==> src/rtl/id_stage.sv <==
// Decode stage: pairs the fetch PC with the instruction word (either arrival order),
// decodes the pair and presents a registered, single-cycle-valid bundle to execute.
module id_stage #(
  parameter int unsigned ADDR_W = 64,
  parameter int unsigned INST_W = 32,
  parameter int unsigned DATA_W = 64
) (
  input  logic              i_clk,
  input  logic              i_rst_n,
  input  logic [DATA_W-1:0] i_pc,
  input  logic              i_pc_valid,
  input  logic [INST_W-1:0] i_inst,
  input  logic              i_inst_valid,
  input  logic              i_flush,
  output logic [DATA_W-1:0] o_pc,
  output logic [4:0]        o_rs1_addr,
  output logic [4:0]        o_rs2_addr,
  output logic [4:0]        o_rd_addr,
  output logic [DATA_W-1:0] o_imm,
  output logic [3:0]        o_opclass,
  output logic [2:0]        o_funct3,
  output logic              o_funct7b5,
  output logic              o_illegal,
  output logic              o_valid
);

  typedef enum logic [1:0] {S_IDLE, S_WAIT_INST, S_WAIT_PC, S_DECODE} state_t;

  state_t              state_q, state_d;
  logic [ADDR_W-1:0]   pc_q, pc_d;
  logic [INST_W-1:0]   inst_q, inst_d;
  logic                load_out;

  always_comb begin
    state_d  = state_q;
    pc_d     = pc_q;
    inst_d   = inst_q;
    load_out = 1'b0;
    if (i_flush) begin
      state_d = S_IDLE;
      pc_d    = '0;
      inst_d  = '0;
    end else begin
      case (state_q)
        S_IDLE: begin
          if (i_pc_valid)   pc_d   = i_pc;
          if (i_inst_valid) inst_d = i_inst;
          if (i_pc_valid && i_inst_valid) state_d = S_DECODE;
          else if (i_pc_valid)            state_d = S_WAIT_INST;
          else if (i_inst_valid)          state_d = S_WAIT_PC;
        end
        S_WAIT_INST: begin
          if (i_pc_valid) pc_d = i_pc;
          if (i_inst_valid) begin
            inst_d  = i_inst;
            state_d = S_DECODE;
          end
        end
        S_WAIT_PC: begin
          if (i_inst_valid) inst_d = i_inst;
          if (i_pc_valid) begin
            pc_d    = i_pc;
            state_d = S_DECODE;
          end
        end
        S_DECODE: begin
          load_out = 1'b1;
          state_d  = S_IDLE;
        end
        default: state_d = S_IDLE;
      endcase
    end
  end

  // Combinational decode of the held instruction
  logic [6:0]        opcode;
  logic [3:0]        dec_opclass;
  logic [DATA_W-1:0] dec_imm;
  logic [4:0]        dec_rd, dec_rs1, dec_rs2;
  logic              dec_illegal;
  logic              s;

  assign opcode = inst_q[6:0];
  assign s      = inst_q[31];

  always_comb begin
    dec_opclass = 4'd15;
    dec_imm     = '0;
    dec_rd      = inst_q[11:7];
    dec_rs1     = inst_q[19:15];
    dec_rs2     = 5'd0;
    dec_illegal = 1'b0;
    case (opcode)
      7'b0110111: begin
        dec_opclass = 4'd0;
        dec_imm     = {{(DATA_W-32){s}}, inst_q[31:12], 12'b0};
        dec_rs1     = 5'd0;
      end
      7'b0010111: begin
        dec_opclass = 4'd1;
        dec_imm     = {{(DATA_W-32){s}}, inst_q[31:12], 12'b0};
        dec_rs1     = 5'd0;
      end
      7'b1101111: begin
        dec_opclass = 4'd2;
        dec_imm     = {{(DATA_W-21){s}}, inst_q[31], inst_q[19:12], inst_q[20], inst_q[30:21], 1'b0};
        dec_rs1     = 5'd0;
      end
      7'b1100111: begin
        dec_opclass = 4'd3;
        dec_imm     = {{(DATA_W-12){s}}, inst_q[31:20]};
      end
      7'b1100011: begin
        dec_opclass = 4'd4;
        dec_imm     = {{(DATA_W-13){s}}, inst_q[31], inst_q[7], inst_q[30:25], inst_q[11:8], 1'b0};
        dec_rd      = 5'd0;
        dec_rs2     = inst_q[24:20];
      end
      7'b0000011: begin
        dec_opclass = 4'd5;
        dec_imm     = {{(DATA_W-12){s}}, inst_q[31:20]};
      end
      7'b0100011: begin
        dec_opclass = 4'd6;
        dec_imm     = {{(DATA_W-12){s}}, inst_q[31:25], inst_q[11:7]};
        dec_rd      = 5'd0;
        dec_rs2     = inst_q[24:20];
      end
      7'b0010011: begin
        dec_opclass = 4'd7;
        dec_imm     = {{(DATA_W-12){s}}, inst_q[31:20]};
      end
      7'b0110011: begin
        dec_opclass = 4'd8;
        dec_rs2     = inst_q[24:20];
      end
      7'b0011011: begin
        dec_opclass = 4'd9;
        dec_imm     = {{(DATA_W-12){s}}, inst_q[31:20]};
      end
      7'b0111011: begin
        dec_opclass = 4'd10;
        dec_rs2     = inst_q[24:20];
      end
      default: begin
        // Any listed opcode already has inst[1:0]=11, so this covers both illegal cases
        dec_illegal = 1'b1;
        dec_rd      = 5'd0;
        dec_rs1     = 5'd0;
      end
    endcase
  end

  always_ff @(posedge i_clk or negedge i_rst_n) begin
    if (!i_rst_n) begin
      state_q    <= S_IDLE;
      pc_q       <= '0;
      inst_q     <= '0;
      o_pc       <= '0;
      o_rs1_addr <= '0;
      o_rs2_addr <= '0;
      o_rd_addr  <= '0;
      o_imm      <= '0;
      o_opclass  <= '0;
      o_funct3   <= '0;
      o_funct7b5 <= 1'b0;
      o_illegal  <= 1'b0;
      o_valid    <= 1'b0;
    end else begin
      state_q <= state_d;
      pc_q    <= pc_d;
      inst_q  <= inst_d;
      o_valid <= load_out;
      if (load_out) begin
        o_pc       <= pc_q;
        o_rs1_addr <= dec_rs1;
        o_rs2_addr <= dec_rs2;
        o_rd_addr  <= dec_rd;
        o_imm      <= dec_imm;
        o_opclass  <= dec_opclass;
        o_funct3   <= inst_q[14:12];
        o_funct7b5 <= inst_q[30];
        o_illegal  <= dec_illegal;
      end
    end
  end

endmodule

==> config.mk <==
export PLATFORM = sky130hd
export DESIGN_NAME = id_stage
export DESIGN_NICKNAME = d
export VERILOG_FILES = /design/src/rtl/id_stage.sv
export SDC_FILE = /design/constraint.sdc
export NUM_CORES = 1
export LEC_CHECK = 0
export BUFFER_PORTS_ARGS = -buffer_cell sky130_fd_sc_hd__buf_2
export CORE_AREA = 8 8 174 176
export CTS_BUF_LIST = sky130_fd_sc_hd__clkbuf_8 sky130_fd_sc_hd__clkbuf_16
export CTS_CLUSTER_SIZE = 14
export DETAILED_ROUTE_END_ITERATION = 8
export DIE_AREA = 0 0 182 184
export HOLD_SLACK_MARGIN = 0.06
export PLACE_DENSITY = 0.63
export SETUP_SLACK_MARGIN = 0.2
export SYNTH_ARGS = -nofsm -noshare
export SYNTH_HDL_FRONTEND = slang
export SYNTH_SLANG_ARGS = --single-unit
export TNS_END_PERCENT = 50
==> constraint.sdc <==
create_clock -name i_clk -period 4.7 [get_ports i_clk]
set_input_delay 1.41 -clock i_clk [delete_from_list [all_inputs] [get_ports i_clk]]
set_output_delay 1.41 -clock i_clk [all_outputs]
set_load 0.01 [all_outputs]
==> results.yml <==
synthesis:
  ys_seq_area_frac: 0.582
  synth-seq-cells: 219
  synth-edff-count: 0
  ys_types: 53
  ys.flop_type: "dfrtp_1"
  synth_area_sq_um: 9420
  ys_warn_count: 0
  syn_nets: 1094
  avgSynthCellArea_sq_um: 9.54
  syn_inst: 988
  async_reset_ff_frac: 1.00
detailed_routing:
  wl_per_cell_um: 16.3
  drtPass1Iterations: 4
  ant_nets: 0
  viasPerCell: 4.76
  wl_mm: 25.2
  vias: 7352
  drt_iter0_drc: 418
  drc_errors: 0
critical_path:
  worst_setup_path_end_kind: "flop"
  critPathLaunchType: "input pin"
  path_cells: "buf_2 > nand2b_4 > inv_2 > nand2_1 > nor2_1 > a22o_1"
  critical_path_arrival_ps: 3660
  critical_path_class: "input pin to flop"
  cpMaxStageDelayCell: "inv_2"
  cpPeakStageDelay_ps: 700
  reg2reg_depth: 6
  rr_endpoint: "o_rs1_addr[2]$_DFFE_PN0P_"
  critPathMaxFanout: 43
  r2r_start: "state_q[0]$_DFFE_PN0P_"
  required_ps: 5140
  r2r_slack_ps: 2000
global_route:
  grt-ovfl-total: 0
  use_met3: 0.0381
  gr-max-usage-layer: "met2"
  grt_pass1_vias: 7376
  grt_max_degree: 98
  met1_usage: 0.194
  antenna_found_initial: 2
  track_usage: 0.147
  use_met2: 0.237
  grt_pass1_wl_mm: 40.4
layout:
  layout-drive-gt1-share: 0.268
  mostFrequentLayoutCells: "nand2_1, buf_2, dfrtp_1"
  multiInputGateArea_sq_um: 3420
  area_delta_synth_final_pct: 23.0
  final_common_cell: "nand2_1"
  final_nets: 1288
  diodes: 0
  fill_cells: 2690
  regArea_sq_um: 5480
cts:
  cts-hold-fix-buffers: 0
  clk_latency_ps: 510
  cts_buffers: 24
  postCtsSetupBuffers: 0
  cts_tree: "built"
  cts-root-buf: "clkbuf_16"
  cts_resized: 0
  clk_pin_slew_ps: 60
  htreeDepth: 1
  cts_buffer_depth: 3
  clkSinkCount: 219
floorplanning:
  die_w_um: 182
  die_h_um: 184
  io_pins: 254
  dieArea_sq_um: 33500
  start_util: 0.343
  rows: 61
  core_sq_um: 27500
place:
  port-buffer-count: 253
  place_congestion: 0.854
  hpwl_mm: 17.1
pwr:
  power_density_nw_per_um2: 494
  totalPowerFinal_uw: 5730
  vdd_drop_max_mv: 0.262
  p_leak_uw: 0.00603
timing:
  hold_viol_final: 0
  fmax_ghz: 0.311
  relSlewSlack: 0.431
  tightest_slew_ps: 852
  slew_violations: 0
  finalCriticalPeriod_ps: 3220
  finalCritPeriodShare: 0.685
  finalSetupTns_ps: 0
  clock_skew_ps: 13.4
  setup-violations-final: 0
  rsz0062_at_grt: "no"
job:
  drv_cap: 0
min_path:
  holdPathStages: 2
  min_from: "pc_q[49]$_DFFE_PN0P_"
  hp-class: "flop to flop"
  hold_end: "o_pc[49]$_DFFE_PN0P_"
run_status:
  status: "completed"
-- state kept, by name, indices dropped and copies added (netlist names) --
register,cells
o_funct7b5,1
o_rd_addr,5
o_valid,1
o_funct3,3
inst_q,32
o_rs1_addr,5
o_illegal,1
o_imm,32
o_opclass,4
state_q,2
pc_q,64
o_pc,64
o_rs2_addr,5
-- through the flow --
step	hold slack (ps)	setup slack (ps)	cell area, sq um	util	cells
final	460	1480	11600	0.422	1546
after detailed placement	452	940	10800	0.392	1502
after floorplan	439	2210	9420	-	988
after CTS	468	1460	11600	0.422	1546
after global placement	445	955	10800	0.392	1502
after global routing	483	1330	11600	0.422	1546
-- critical path: cells and delay by family --
family / cells / cell delay, ps
compound gates: 1 / 200
simple gates: 3 / 1160
buf+inv: 2 / 860
-- where the power goes --
group	switching, uW	internal, uW
sequential	279	2290
combinational	746	485
clock	756	1180
-- cell families after synthesis --
family,Yosys count,share of synthesized area
AOI/OAI and AO/OA,181,0.124
adders and majority gates,5,0.00664
and+or+nand+nor,473,0.226
muxes,4,0.00438
buffers and inverters,106,0.0580
DFF,219,0.582
-- final cells by class --
cell class                 instances  area share
sequential                       219       0.473
inverter                           9     0.00292
tap                              346      0.0374
multi-input combinational        663       0.296
clock inverter                    16      0.0134
clock buffer                      28      0.0576
timing repair buffer             265       0.120
-- how the worst max path moves through the flow --
stage	cells past startpoint	to	from	slack, ps
floorplan	1	o_imm[32]	o_imm[62]$_DFFE_PN0P_	2210
detailed placement	6	o_rs1_addr[1]$_DFFE_PN0P_	i_flush	940
finish	6	o_rs1_addr[2]$_DFFE_PN0P_	i_flush	1480
global placement	6	o_opclass[2]$_DFFE_PN0P_	i_flush	960
CTS	6	o_rs1_addr[2]$_DFFE_PN0P_	i_flush	1460
global route	6	o_rs1_addr[2]$_DFFE_PN0P_	i_flush	1330
-- cells in the mapped netlist (4+ instances only) --
cell type    n  share of area
dfrtp_1    219           0.58
a22o_1      15          0.014
nor2_1      12         0.0048
nand3_1     11         0.0058
buf_4       33          0.026
o22ai_1      4         0.0027
o21ai_0    107          0.057
a221o_1     18          0.019
buf_2       14         0.0074
clkbuf_1    44          0.018
a31oi_1      5         0.0033
and2_1       4         0.0027
ha_1         5         0.0066
nand2_1    324           0.13
inv_1        9         0.0036
nand2b_1   101          0.067
a21oi_1      7         0.0037
buf_1        5         0.0020
o21ai_1      6         0.0032
-- per-layer routing --
metal	vias to the layer above	wire length, um
met1	3474	11400
li1	3589	-
met4	4	454
met2	246	11400
met3	39	1870
met5	-	26
No activity file was read; power rests on OpenSTA's default activity.
